<file path="src/rtl/loader_pkg.sv">
// Shared definitions for the program loader.
// Contents: loader FSM state type and the default frame start byte.
package loader_pkg;

   typedef enum logic [2:0] {
      IDLE,
      LEN0,
      LEN1,
      DATA,
      CSUM,
      DONE,
      ERR
   } loader_state_e;

   localparam logic [7:0] MAGIC_DEFAULT = 8'hA5;

endpackage

</file>
<file path="src/rtl/loader_timeout.sv">
// Inter-byte idle timer for the program loader.
// Ports:
//   clk, rst  - clock, synchronous active-high reset
//   clear     - zero the counter (byte accepted or not inside a frame)
//   enable    - count this cycle (inside a frame, no byte accepted)
//   expired   - high in the TIMEOUT_CYC-th consecutive enabled cycle
module loader_timeout #(
   parameter int unsigned TIMEOUT_CYC = 1_000_000
) (
   input  logic clk,
   input  logic rst,
   input  logic clear,
   input  logic enable,
   output logic expired
);

   localparam int unsigned CW = (TIMEOUT_CYC < 2) ? 1 : $clog2(TIMEOUT_CYC + 1);

   logic [CW-1:0] cnt_q, cnt_d;

   always_comb begin
      cnt_d = cnt_q;
      if (clear) begin
         cnt_d = '0;
      end else if (enable) begin
         cnt_d = cnt_q + CW'(1);
      end
   end

   // Combinational so that an accepted byte (enable low) in the final cycle
   // suppresses the expiry.
   assign expired = enable && (cnt_q == CW'(TIMEOUT_CYC - 1));

   always_ff @(posedge clk) begin
      if (rst) begin
         cnt_q <= '0;
      end else begin
         cnt_q <= cnt_d;
      end
   end

endmodule

</file>
<file path="src/rtl/program_loader.sv">
// Program loader: receives a framed program image as a byte stream and
// writes the payload into instruction RAM from BASE_ADDR, holding the CPU in
// reset until a complete, checksum-verified image has been loaded.
// Frame: MAGIC, LEN_LO, LEN_HI, LEN payload bytes, CSUM (8-bit sum of payload).
// Ports:
//   clk, rst             - clock, synchronous active-high reset
//   in_valid/in_data     - input byte stream
//   in_ready             - loader accepts byte (low only just after reset)
//   mem_we/addr/wdata    - registered byte write port, one strobe per byte
//   cpu_hold             - keep CPU in reset
//   load_done/load_error - status of the last frame
//   byte_count           - payload bytes written in current/last frame
module program_loader
   import loader_pkg::*;
#(
   parameter int unsigned DEPTH       = 4096,
   parameter int unsigned ADDR_W      = $clog2(DEPTH),
   parameter int unsigned BASE_ADDR   = 0,
   parameter int unsigned TIMEOUT_CYC = 1_000_000,
   parameter logic [7:0]  MAGIC       = MAGIC_DEFAULT
) (
   input  logic              clk,
   input  logic              rst,
   input  logic              in_valid,
   input  logic [7:0]        in_data,
   output logic              in_ready,
   output logic              mem_we,
   output logic [ADDR_W-1:0] mem_addr,
   output logic [7:0]        mem_wdata,
   output logic              cpu_hold,
   output logic              load_done,
   output logic              load_error,
   output logic [ADDR_W:0]   byte_count
);

   localparam int unsigned CNT_W   = ADDR_W + 1;
   localparam logic [16:0] MAX_LEN = 17'(DEPTH - BASE_ADDR);

   loader_state_e     state_q, state_d;
   logic [7:0]        len_lo_q, len_lo_d;
   logic [CNT_W-1:0]  len_q, len_d;
   logic [7:0]        csum_q, csum_d;
   logic [CNT_W-1:0]  byte_count_q, byte_count_d;
   logic              mem_we_q, mem_we_d;
   logic [ADDR_W-1:0] mem_addr_q, mem_addr_d;
   logic [7:0]        mem_wdata_q, mem_wdata_d;
   logic              cpu_hold_q, cpu_hold_d;
   logic              load_done_q, load_done_d;
   logic              load_error_q, load_error_d;
   logic              in_ready_q;

   logic        accepted;
   logic        is_magic;
   logic        in_frame;
   logic        expired;
   logic [15:0] full_len;

   assign accepted = in_valid && in_ready_q;
   assign is_magic = (in_data == MAGIC);
   assign in_frame = (state_q == LEN0) || (state_q == LEN1) ||
                     (state_q == DATA) || (state_q == CSUM);
   assign full_len = {in_data, len_lo_q};

   loader_timeout #(
      .TIMEOUT_CYC(TIMEOUT_CYC)
   ) u_timeout (
      .clk    (clk),
      .rst    (rst),
      .clear  (accepted || !in_frame),
      .enable (in_frame && !accepted),
      .expired(expired)
   );

   always_comb begin
      state_d      = state_q;
      len_lo_d     = len_lo_q;
      len_d        = len_q;
      csum_d       = csum_q;
      byte_count_d = byte_count_q;
      mem_we_d     = 1'b0;
      mem_addr_d   = mem_addr_q;
      mem_wdata_d  = mem_wdata_q;
      cpu_hold_d   = cpu_hold_q;
      load_done_d  = load_done_q;
      load_error_d = load_error_q;

      case (state_q)
         IDLE, DONE, ERR: begin
            if (accepted && is_magic) begin
               state_d      = LEN0;
               byte_count_d = '0;
               csum_d       = '0;
               load_done_d  = 1'b0;
               load_error_d = 1'b0;
               cpu_hold_d   = 1'b1;
            end
         end
         LEN0: begin
            if (accepted) begin
               len_lo_d = in_data;
               state_d  = LEN1;
            end
         end
         LEN1: begin
            if (accepted) begin
               if ({1'b0, full_len} > MAX_LEN) begin
                  state_d      = ERR;
                  load_error_d = 1'b1;
               end else begin
                  len_d   = CNT_W'(full_len);
                  state_d = (full_len == '0) ? CSUM : DATA;
               end
            end
         end
         DATA: begin
            if (accepted) begin
               mem_we_d     = 1'b1;
               mem_addr_d   = ADDR_W'(BASE_ADDR) + byte_count_q[ADDR_W-1:0];
               mem_wdata_d  = in_data;
               csum_d       = csum_q + in_data;
               byte_count_d = byte_count_q + CNT_W'(1);
               if (byte_count_d == len_q) begin
                  state_d = CSUM;
               end
            end
         end
         CSUM: begin
            if (accepted) begin
               if (in_data == csum_q) begin
                  state_d     = DONE;
                  load_done_d = 1'b1;
                  cpu_hold_d  = 1'b0;
               end else begin
                  state_d      = ERR;
                  load_error_d = 1'b1;
               end
            end
         end
         default: state_d = IDLE;
      endcase

      // expired is only ever high when no byte was accepted this cycle.
      if (in_frame && expired) begin
         state_d      = ERR;
         load_error_d = 1'b1;
      end
   end

   always_ff @(posedge clk) begin
      if (rst) begin
         state_q      <= IDLE;
         len_lo_q     <= '0;
         len_q        <= '0;
         csum_q       <= '0;
         byte_count_q <= '0;
         mem_we_q     <= 1'b0;
         mem_addr_q   <= '0;
         mem_wdata_q  <= '0;
         cpu_hold_q   <= 1'b1;
         load_done_q  <= 1'b0;
         load_error_q <= 1'b0;
         in_ready_q   <= 1'b0;
      end else begin
         state_q      <= state_d;
         len_lo_q     <= len_lo_d;
         len_q        <= len_d;
         csum_q       <= csum_d;
         byte_count_q <= byte_count_d;
         mem_we_q     <= mem_we_d;
         mem_addr_q   <= mem_addr_d;
         mem_wdata_q  <= mem_wdata_d;
         cpu_hold_q   <= cpu_hold_d;
         load_done_q  <= load_done_d;
         load_error_q <= load_error_d;
         in_ready_q   <= 1'b1;
      end
   end

   assign in_ready   = in_ready_q;
   assign mem_we     = mem_we_q;
   assign mem_addr   = mem_addr_q;
   assign mem_wdata  = mem_wdata_q;
   assign cpu_hold   = cpu_hold_q;
   assign load_done  = load_done_q;
   assign load_error = load_error_q;
   assign byte_count = byte_count_q;

endmodule

</file>
<file path="config.mk">
export PLATFORM = sky130hd
export DESIGN_NAME = program_loader
export DESIGN_NICKNAME = d
export VERILOG_FILES = /design/src/rtl/loader_pkg.sv /design/src/rtl/loader_timeout.sv /design/src/rtl/program_loader.sv
export SDC_FILE = /design/constraint.sdc
export NUM_CORES = 1
export LEC_CHECK = 0
export CAP_MARGIN = 5
export CORE_UTILIZATION = 51
export DETAILED_ROUTE_END_ITERATION = 8
export GPL_TIMING_DRIVEN = 0
export PLACE_DENSITY = 0.72
export SLEW_MARGIN = 25
export SYNTH_ARGS = -nofsm -noshare
export SYNTH_HDL_FRONTEND = slang
export SYNTH_SLANG_ARGS = --single-unit
</file>
<file path="constraint.sdc">
create_clock -name clk -period 2.1 [get_ports clk]
set_input_delay 0.315 -clock clk [delete_from_list [all_inputs] [get_ports clk]]
set_output_delay 0.315 -clock clk [all_outputs]
set_load 0.01 [all_outputs]
</file>
==> results of run 1 <==
-- timing repair --
item	in CTS	in global routing
setup endpoints to repair	73	66
endpoints found under the hold margin	0	0
pin swaps	11	12
resized for setup	54	27
buffers inserted	8	17
-- layer usage --
layer / vias up / share of wire [%] / GRT usage [%]
li1: 2191 / - / -
met1: 2138 / 45 / 36.60
met2: 164 / 47 / 44.15
met3: 26 / 6.0 / 5.790
met4: 0 / 2.0 / 9.681
met5: - / 0 / 0
-- cell type report --
| class | instances | area, um2 | share of cell area, % |
|---|---|---|---|
| Clock inverter | 6 | 90.09 | 1.550 |
| Multi-Input combinational cell | 441 | 2760 | 47.49 |
| Tap cell | 108 | 135.1 | 2.325 |
| Inverter | 11 | 41.29 | 0.7104 |
| Buffer | 32 | 185.2 | 3.186 |
| Timing Repair Buffer | 72 | 643.1 | 11.07 |
| Sequential cell | 90 | 1819 | 31.30 |
| Clock buffer | 10 | 137.6 | 2.368 |
-- final timing paths --
kind	start	to	slack (ns)	cells past startpoint
max reg2reg	len_lo_q[2]$_SDFFE_PP0P_	state_q[2]$_SDFFE_PP0P_	-0.04	6
min	in_data[6]	mem_wdata[6]$_SDFFE_PP0P_	0.31	3
min reg2reg	mem_addr[2]$_SDFFE_PP0P_	mem_addr[2]$_SDFFE_PP0P_	0.46	2
max	len_lo_q[2]$_SDFFE_PP0P_	state_q[2]$_SDFFE_PP0P_	-0.04	6
-- logic make-up after synthesis --
family,count (synthesis)
and+or+nand+nor,261
AOI/OAI and AO/OA,126
DFF,90
buffers and inverters,45
xor gates and xnor gates,33
muxes,11
adders and majority gates,10
-- critical path: stages, from the launching register on --
cell and delay, ns:
sky130_fd_sc_hd__dfxtp_2 0.34, sky130_fd_sc_hd__or4_4 0.57, sky130_fd_sc_hd__o31ai_4 0.28, sky130_fd_sc_hd__or3b_4 0.44, sky130_fd_sc_hd__o21ai_0 0.17, sky130_fd_sc_hd__a21oi_1 0.09, sky130_fd_sc_hd__o2bb2ai_1 0.15
-- per-stage QoR --
stage               worst slack [ns]  hold WS, ns
floorplan                   0.001865       0.4299
global placement             -0.8331       0.4415
detailed placement           -0.8590       0.4481
CTS                         -0.02327       0.4549
global route                 -0.1180       0.3355
finish                      -0.04328       0.3053
-- registers in the layout, indices dropped and copies added, names as in the netlist --
register	count
byte_count	13
cpu_hold	1
csum_q	8
in_ready	1
len_lo_q	8
len_q	13
load_done	1
load_error	1
mem_addr	12
mem_wdata	8
mem_we	1
state_q	3
u_timeout.cnt_q	20
-- where the power goes --
group          internal [uW]  switching (uW)
sequential              1750            42.3
combinational            257             364
clock                    705             659
-- cell usage in the layout, fill, tap and decap left out, types with 7 or more instances in the layout --
cell and count:
sky130_fd_sc_hd__clkdlybuf4s50_1 39, sky130_fd_sc_hd__nand3_1 30, sky130_fd_sc_hd__nand2_1 95, sky130_fd_sc_hd__nor3_1 14, sky130_fd_sc_hd__clkbuf_8 10, sky130_fd_sc_hd__dfxtp_2 11
sky130_fd_sc_hd__nor2b_1 7, sky130_fd_sc_hd__clkbuf_1 17, sky130_fd_sc_hd__nor2_1 46, sky130_fd_sc_hd__inv_1 10, sky130_fd_sc_hd__or3_1 12, sky130_fd_sc_hd__o21ai_0 22
sky130_fd_sc_hd__buf_4 27, sky130_fd_sc_hd__xnor2_1 21, sky130_fd_sc_hd__nand4_1 10, sky130_fd_sc_hd__a21oi_1 69, sky130_fd_sc_hd__xor2_1 12, sky130_fd_sc_hd__dfxtp_1 78
sky130_fd_sc_hd__mux2i_1 9
==> load_flow_metrics.sql, run 1 <==
INSERT INTO impl_metrics (metric_group, metric, value, unit) VALUES
('place', 'post-dp-hpwl', '8769', 'um'),
('grt', 'first_global_vias', '3958', ''),
('routing', 'drt_pre_antenna_iters', '5', ''),
('grt', 'grt_pass1_wl', '19490', 'um'),
('sta', 'finalWorstPathRequiredPeriod', '2.143', 'ns'),
('floorplan', 'die_x', '96.42', 'um'),
('worst_setup_path', 'setup.worst_path.class', 'reg -> reg', ''),
('logic_synthesis', 'synth_compound_area_share', '16.79', '%'),
('logic_synthesis', 'post-synth-top-area-cell', 'sky130_fd_sc_hd__dfxtp_1', ''),
('run_status', 'outcome', 'complete, but fails checks', ''),
('floorplan', 'placement_rows', '34', ''),
('logic_synthesis', 'synth_top_cell_area_share', '39.63', '%'),
('floorplan', 'start_util', '52.39', '%'),
('pwr', 'finalPower', '3774', 'uW'),
('routing', 'route.final.wire_length', '12590', 'um'),
('finish', 'layout_stage_area_growth_over_the_synthesis_result', '27.82', '%'),
('clock_network', 'cts_num_sinks', '90', ''),
('job', 'timing.max_cap.violations', '0', ''),
('logic_synthesis', 'synth_warnings', '0', ''),
('clock_network', 'cts_tree', 'done', ''),
('finish', 'fillerInstances', '725', ''),
('worst_setup_path', 'critPathRequiredTime', '2.34', 'ns'),
('sta', 'tcrit_tclk_final', '102.1', '%'),
('finish', 'post_route_cells_drive_above_1_share', '15.71', '%'),
('worst_setup_path', 'crit_path_end_kind', 'flip-flop', ''),
('sta', 'tns', '-0.1173', 'ns'),
('place', 'place_area', '5192', 'um2'),
('clock_network', 'cts.htree.levels', '3', ''),
('grt', 'antenna_found_initial', '0', ''),
('sta', 'fin_ws', '-0.04328', 'ns'),
('sta', 'worst_pin_slew', '0.8194', 'ns'),
('sta', 'maxSlewViolCount', '0', ''),
('grt', 'groute.usage.overall', '27.51', '%'),
('floorplan', 'core_area', '8678', 'um2'),
('finish', 'final_net_count', '678', ''),
('worst_setup_path', 'critPathArrivalTime', '2.39', 'ns'),
('sta', 'timing_hold_violations_final', '0', ''),
('sta', 'timing.final.setup_violations', '3', ''),
('grt', 'grt_start_max_net_pins', '16', ''),
('finish', 'layout.cells.non_filler', '770', ''),
('clock_network', 'worst_setup_hold_path_clk_slew', '0.10', 'ns'),
('floorplan', 'fp.dieArea', '9297', 'um2'),
('clock_network', 'worst_skew_pair.late_latency', '0.37', 'ns'),
('run_status', 'failed_checks', 'setup timing', ''),
('logic_synthesis', 'synth_top_cells_by_area', 'sky130_fd_sc_hd__dfxtp_1 40%, sky130_fd_sc_hd__nand2_1 7.8%, sky130_fd_sc_hd__a21oi_1 7.7%', ''),
('finish', 'post-route-util', '66.97', '%'),
('logic_synthesis', 'synth-seq-cells', '90', ''),
('routing', 'drc', '0', ''),
('logic_synthesis', 'synthArstFlopShare', '0', '%'),
('logic_synthesis', 'synth_nets', '597', ''),
('logic_synthesis', 'synthSimpleGateAreaFrac', '27.90', '%'),
('floorplan', 'top_level_ports', '49', ''),
('logic_synthesis', 'netlist_instances', '576', ''),
('routing', 'dr.first_iter.drc_count', '300', ''),
('sta', 'rel_slew_slack', '45.07', '%'),
('pwr', 'power.density_cell_area', '649.4', 'nW/um2'),
('pwr', 'vdd.ir_drop.worst', '0.4040', 'mV'),
('logic_synthesis', 'main_combinational_cell_family_by_area_after_synthesis', 'simple AND/OR/NAND/NOR gates', ''),
('logic_synthesis', 'yosys.area_share.adder', '2.917', '%'),
('logic_synthesis', 'post_synth_num_cell_types', '57', ''),
('place', 'post_place_cells', '731', ''),
('logic_synthesis', 'syn-mean-instance-area', '7.894', 'um2'),
('pwr', 'total_leakage_power', '0.001963', 'uW'),
('logic_synthesis', 'netlist_top_cells_count', '95 x sky130_fd_sc_hd__nand2_1, 90 x sky130_fd_sc_hd__dfxtp_1, 70 x sky130_fd_sc_hd__a21oi_1', ''),
('sta', 'rsz0062_at_grt', 'yes', ''),
('logic_synthesis', 'synth_flop_cell', 'sky130_fd_sc_hd__dfxtp_1', ''),
('place', 'gpl_congestion', '0.8536', ''),
('logic_synthesis', 'post_synth_instance_area', '4547', 'um2'),
('logic_synthesis', 'post_synth_xor_area_fraction', '6.357', '%'),
('sta', 'worst_clock_skew', '0.01153', 'ns'),
('clock_network', 'postCtsHoldBufs', '0', '');
Power figures use the tool's default switching activity.
==> inputs of run 2 (changes only) <==
--- a/config.mk
+++ b/config.mk
@@ -6,6 +6,8 @@
 export NUM_CORES = 1
 export LEC_CHECK = 0
 export CAP_MARGIN = 5
+export CORE_ASPECT_RATIO = 1.5
+export CORE_MARGIN = 5
 export CORE_UTILIZATION = 51
 export DETAILED_ROUTE_END_ITERATION = 8
 export GPL_TIMING_DRIVEN = 0
==> run 2 against run 1 <==
  * The run still ends with setup timing left
  * Via count is 1.5% lower
  * Global-route usage down 3.2 points
  * Register-to-register slack barely moved
  * Hold slack gained 0.0013 ns
  * Sequential power barely moved
  * Sequential cell count is the same
  * Core utilization decreased by 0.22 points
  * Setup slack worse by 0.014 ns
  * Final cell count shrank 1.2%
  * Non-clock buffer count down 11
  * Largest power group unchanged
==> load_flow_metrics.sql, run 2 (synthesis results as in run 1) <==
INSERT INTO impl_metrics (metric_group, metric, value, unit) VALUES
('run_status', 'outcome', 'complete, but fails checks', ''),
('run_status', 'failed_checks', 'setup timing', ''),
('finish', 'fillerInstances', '758', ''),
('place', 'post-dp-hpwl', '9300', 'um'),
('sta', 'fin_ws', '-0.05699', 'ns'),
('clock_network', 'postCtsHoldBufs', '0', ''),
('worst_setup_path', 'category_of_the_worst_setup_path_launch_point', 'flip-flop', ''),
('min_path', 'min_from', 'in_data[0]', ''),
('worst_setup_path', 'critPathRequiredTime', '2.32', 'ns'),
('grt', 'groute.usage.overall', '24.30', '%'),
('sta', 'final.hold.worst_slack', '0.3066', 'ns'),
('finish', 'final_cell_mix', '95 x sky130_fd_sc_hd__nand2_1, 80 x sky130_fd_sc_hd__dfxtp_1, 69 x sky130_fd_sc_hd__a21oi_1, 46 x sky130_fd_sc_hd__nor2_1, 39 x sky130_fd_sc_hd__clkdlybuf4s50_1', ''),
('floorplan', 'die_x', '87.10', 'um'),
('worst_setup_path', 'crit_path_end_kind', 'flip-flop', ''),
('worst_setup_path', 'critical_path.slowest_cell', 'sky130_fd_sc_hd__or4_4', ''),
('floorplan', 'placement_rows', '42', ''),
('worst_setup_path', 'critPathMaxStageDelay', '0.55', 'ns'),
('grt', 'antenna_found_initial', '0', ''),
('place', 'gpl_congestion', '0.9004', ''),
('worst_setup_path', 'critPathArrivalTime', '2.37', 'ns'),
('sta', 'timing_hold_violations_final', '0', ''),
('routing', 'dr.first_iter.drc_count', '245', ''),
('routing', 'antenna_left', '0', ''),
('finish', 'final_net_count', '667', ''),
('finish', 'layout.cells.most_common', 'sky130_fd_sc_hd__nand2_1', ''),
('finish', 'largest_register_ff_count', '20', ''),
('min_path', 'worstHoldPathType', 'in -> reg', ''),
('finish', 'multi_input_comb_area', '2774', 'um2'),
('floorplan', 'core_area', '8776', 'um2'),
('finish', 'antenna-diode-count', '0', ''),
('finish', 'layout_stage_area_growth_over_the_synthesis_result', '28.84', '%'),
('min_path', 'hold_end', 'mem_wdata[0]$_SDFFE_PP0P_', ''),
('finish', 'max_flop_register', 'u_timeout.cnt_q', ''),
('job', 'timing.max_cap.violations', '0', ''),
('clock_network', 'worst_setup_hold_path_clk_slew', '0.07', 'ns'),
('grt', 'grt_pass1_wl', '21130', 'um'),
('clock_network', 'cts_tree', 'done', ''),
('worst_setup_path', 'timing.rr.start', 'len_lo_q[5]$_SDFFE_PP0P_', ''),
('place', 'port_buffers', '47', ''),
('finish', 'post_route_cells_drive_above_1_share', '15.21', '%'),
('worst_setup_path', 'worst-r2r-setup-slack', '-0.06', 'ns'),
('sta', 'timing.final.setup_violations', '3', ''),
('floorplan', 'start_util', '51.81', '%'),
('sta', 'maxSlewViolCount', '0', ''),
('routing', 'drt_pre_antenna_iters', '4', ''),
('min_path', 'holdPathStages', '3', ''),
('pwr', 'vdd.ir_drop.worst', '0.5684', 'mV'),
('clock_network', 'worst_skew_pair.late_latency', '0.35', 'ns'),
('worst_setup_path', 'critical_r2r_capture', 'state_q[2]$_SDFFE_PP0P_', ''),
('worst_setup_path', 'path_cells', 'or4_4, o31ai_4, or3b_4, a31o_1, a21oi_2, o2bb2ai_1', ''),
('grt', 'global_route.overflow_total', '0', ''),
('pwr', 'total_leakage_power', '0.001969', 'uW'),
('floorplan', 'chipHeight', '125.6', 'um'),
('pwr', 'power.density_cell_area', '712.9', 'nW/um2'),
('floorplan', 'top_level_ports', '49', ''),
('routing', 'total_number_of_vias', '4451', ''),
('grt', 'first_global_vias', '4428', ''),
('sta', 'max_freq', '463.6', 'MHz'),
('finish', 'sequential_cell_area', '1817', 'um2'),
('floorplan', 'fp.dieArea', '10940', 'um2'),
('worst_setup_path', 'setup.worst_path.class', 'reg -> reg', ''),
('routing', 'route.final.wire_length', '13140', 'um'),
('clock_network', 'cts.htree.levels', '3', ''),
('worst_setup_path', 'worst-path-max-fanout', '3', ''),
('clock_network', 'cts_num_sinks', '90', ''),
('routing', 'drc', '0', ''),
('routing', 'route.detailed.wl_per_inst', '17.27', 'um'),
('sta', 'tcrit_tclk_final', '102.7', '%'),
('sta', 'worst_clock_skew', '0.009060', 'ns'),
('clock_network', 'clock_path_buffers', '2', ''),
('routing', 'viasPerCell', '5.849', ''),
('sta', 'rel_slew_slack', '46.54', '%'),
('finish', 'post-route-util', '66.75', '%'),
('grt', 'grt_start_max_net_pins', '16', ''),
('worst_setup_path', 'ff2ff_path_depth', '6', ''),
('sta', 'rsz0062_at_grt', 'yes', ''),
('clock_network', 'cts_inserted_buffers', '9', ''),
('sta', 'finalWorstPathRequiredPeriod', '2.157', 'ns'),
('clock_network', 'clock_root_buffer', 'sky130_fd_sc_hd__clkbuf_16', ''),
('sta', 'worst_pin_slew', '0.7976', 'ns');
-- run 2: power by group --
part           switching, uW  total [uW]  internal [uW]
logic                    365         612            247
registers               43.1        1790           1750
clock network            695        1770           1080
-- run 2: worst max-delay path, delay by kind of cell, from the launching register on --
family          cells  cell delay (ns)
flops               1             0.32
compound gates      4             0.72
simple gates        2             1.00
-- run 2: layer usage --
metal | routed length (um) | GRT usage [%] | share of wire, %
met5 | 0 | 0 | 0
met4 | 503 | 12.10 | 3.8
met3 | 670 | 4.379 | 5.1
met2 | 6771 | 42.73 | 52
met1 | 5193 | 27.51 | 40
-- run 2: through the flow --
stage	power, uW	setup slack [ns]	TNS [ns]	area (um2)	cells
5_1_grt	4321	-0.1224	-0.3232	5858	761
2_1_floorplan	2165	0.001865	0	4587	576
6_report	4176	-0.05699	-0.1000	5858	761
3_3_place_gp	2310	-0.8236	-31.48	5195	733
3_5_place_dp	2323	-0.8329	-32.36	5195	733
4_1_cts	4149	-0.04937	-0.1286	5731	757
-- run 2: worst max-delay path by stage --
stage | startpoint | to | cells past startpoint
after floorplan | byte_count[6]$_SDFFE_PP0P_ | state_q[2]$_SDFFE_PP0P_ | 7
after global placement | in_data[4] | state_q[1]$_SDFFE_PP0P_ | 8
after detailed placement | in_data[4] | state_q[1]$_SDFFE_PP0P_ | 8
after CTS | len_lo_q[5]$_SDFFE_PP0P_ | state_q[2]$_SDFFE_PP0P_ | 6
after global routing | len_lo_q[5]$_SDFFE_PP0P_ | state_q[2]$_SDFFE_PP0P_ | 6
final | len_lo_q[5]$_SDFFE_PP0P_ | state_q[2]$_SDFFE_PP0P_ | 6
-- run 2: cell type report --
cell class	instances	share of cell area, %
multi-input cells	441	47.35
clock inverters	6	1.538
well taps	110	2.349
inverters	11	0.7048
clock buffers	10	4.079
flip-flops and latches	90	31.01
repair buffers	61	9.761
plain buffers	32	3.204
-- run 2: what timing repair did --
item	CTS	global route
pin swaps	10	8
gates resized for setup	54	40
setup buffers	10	4
setup endpoints to repair	73	58
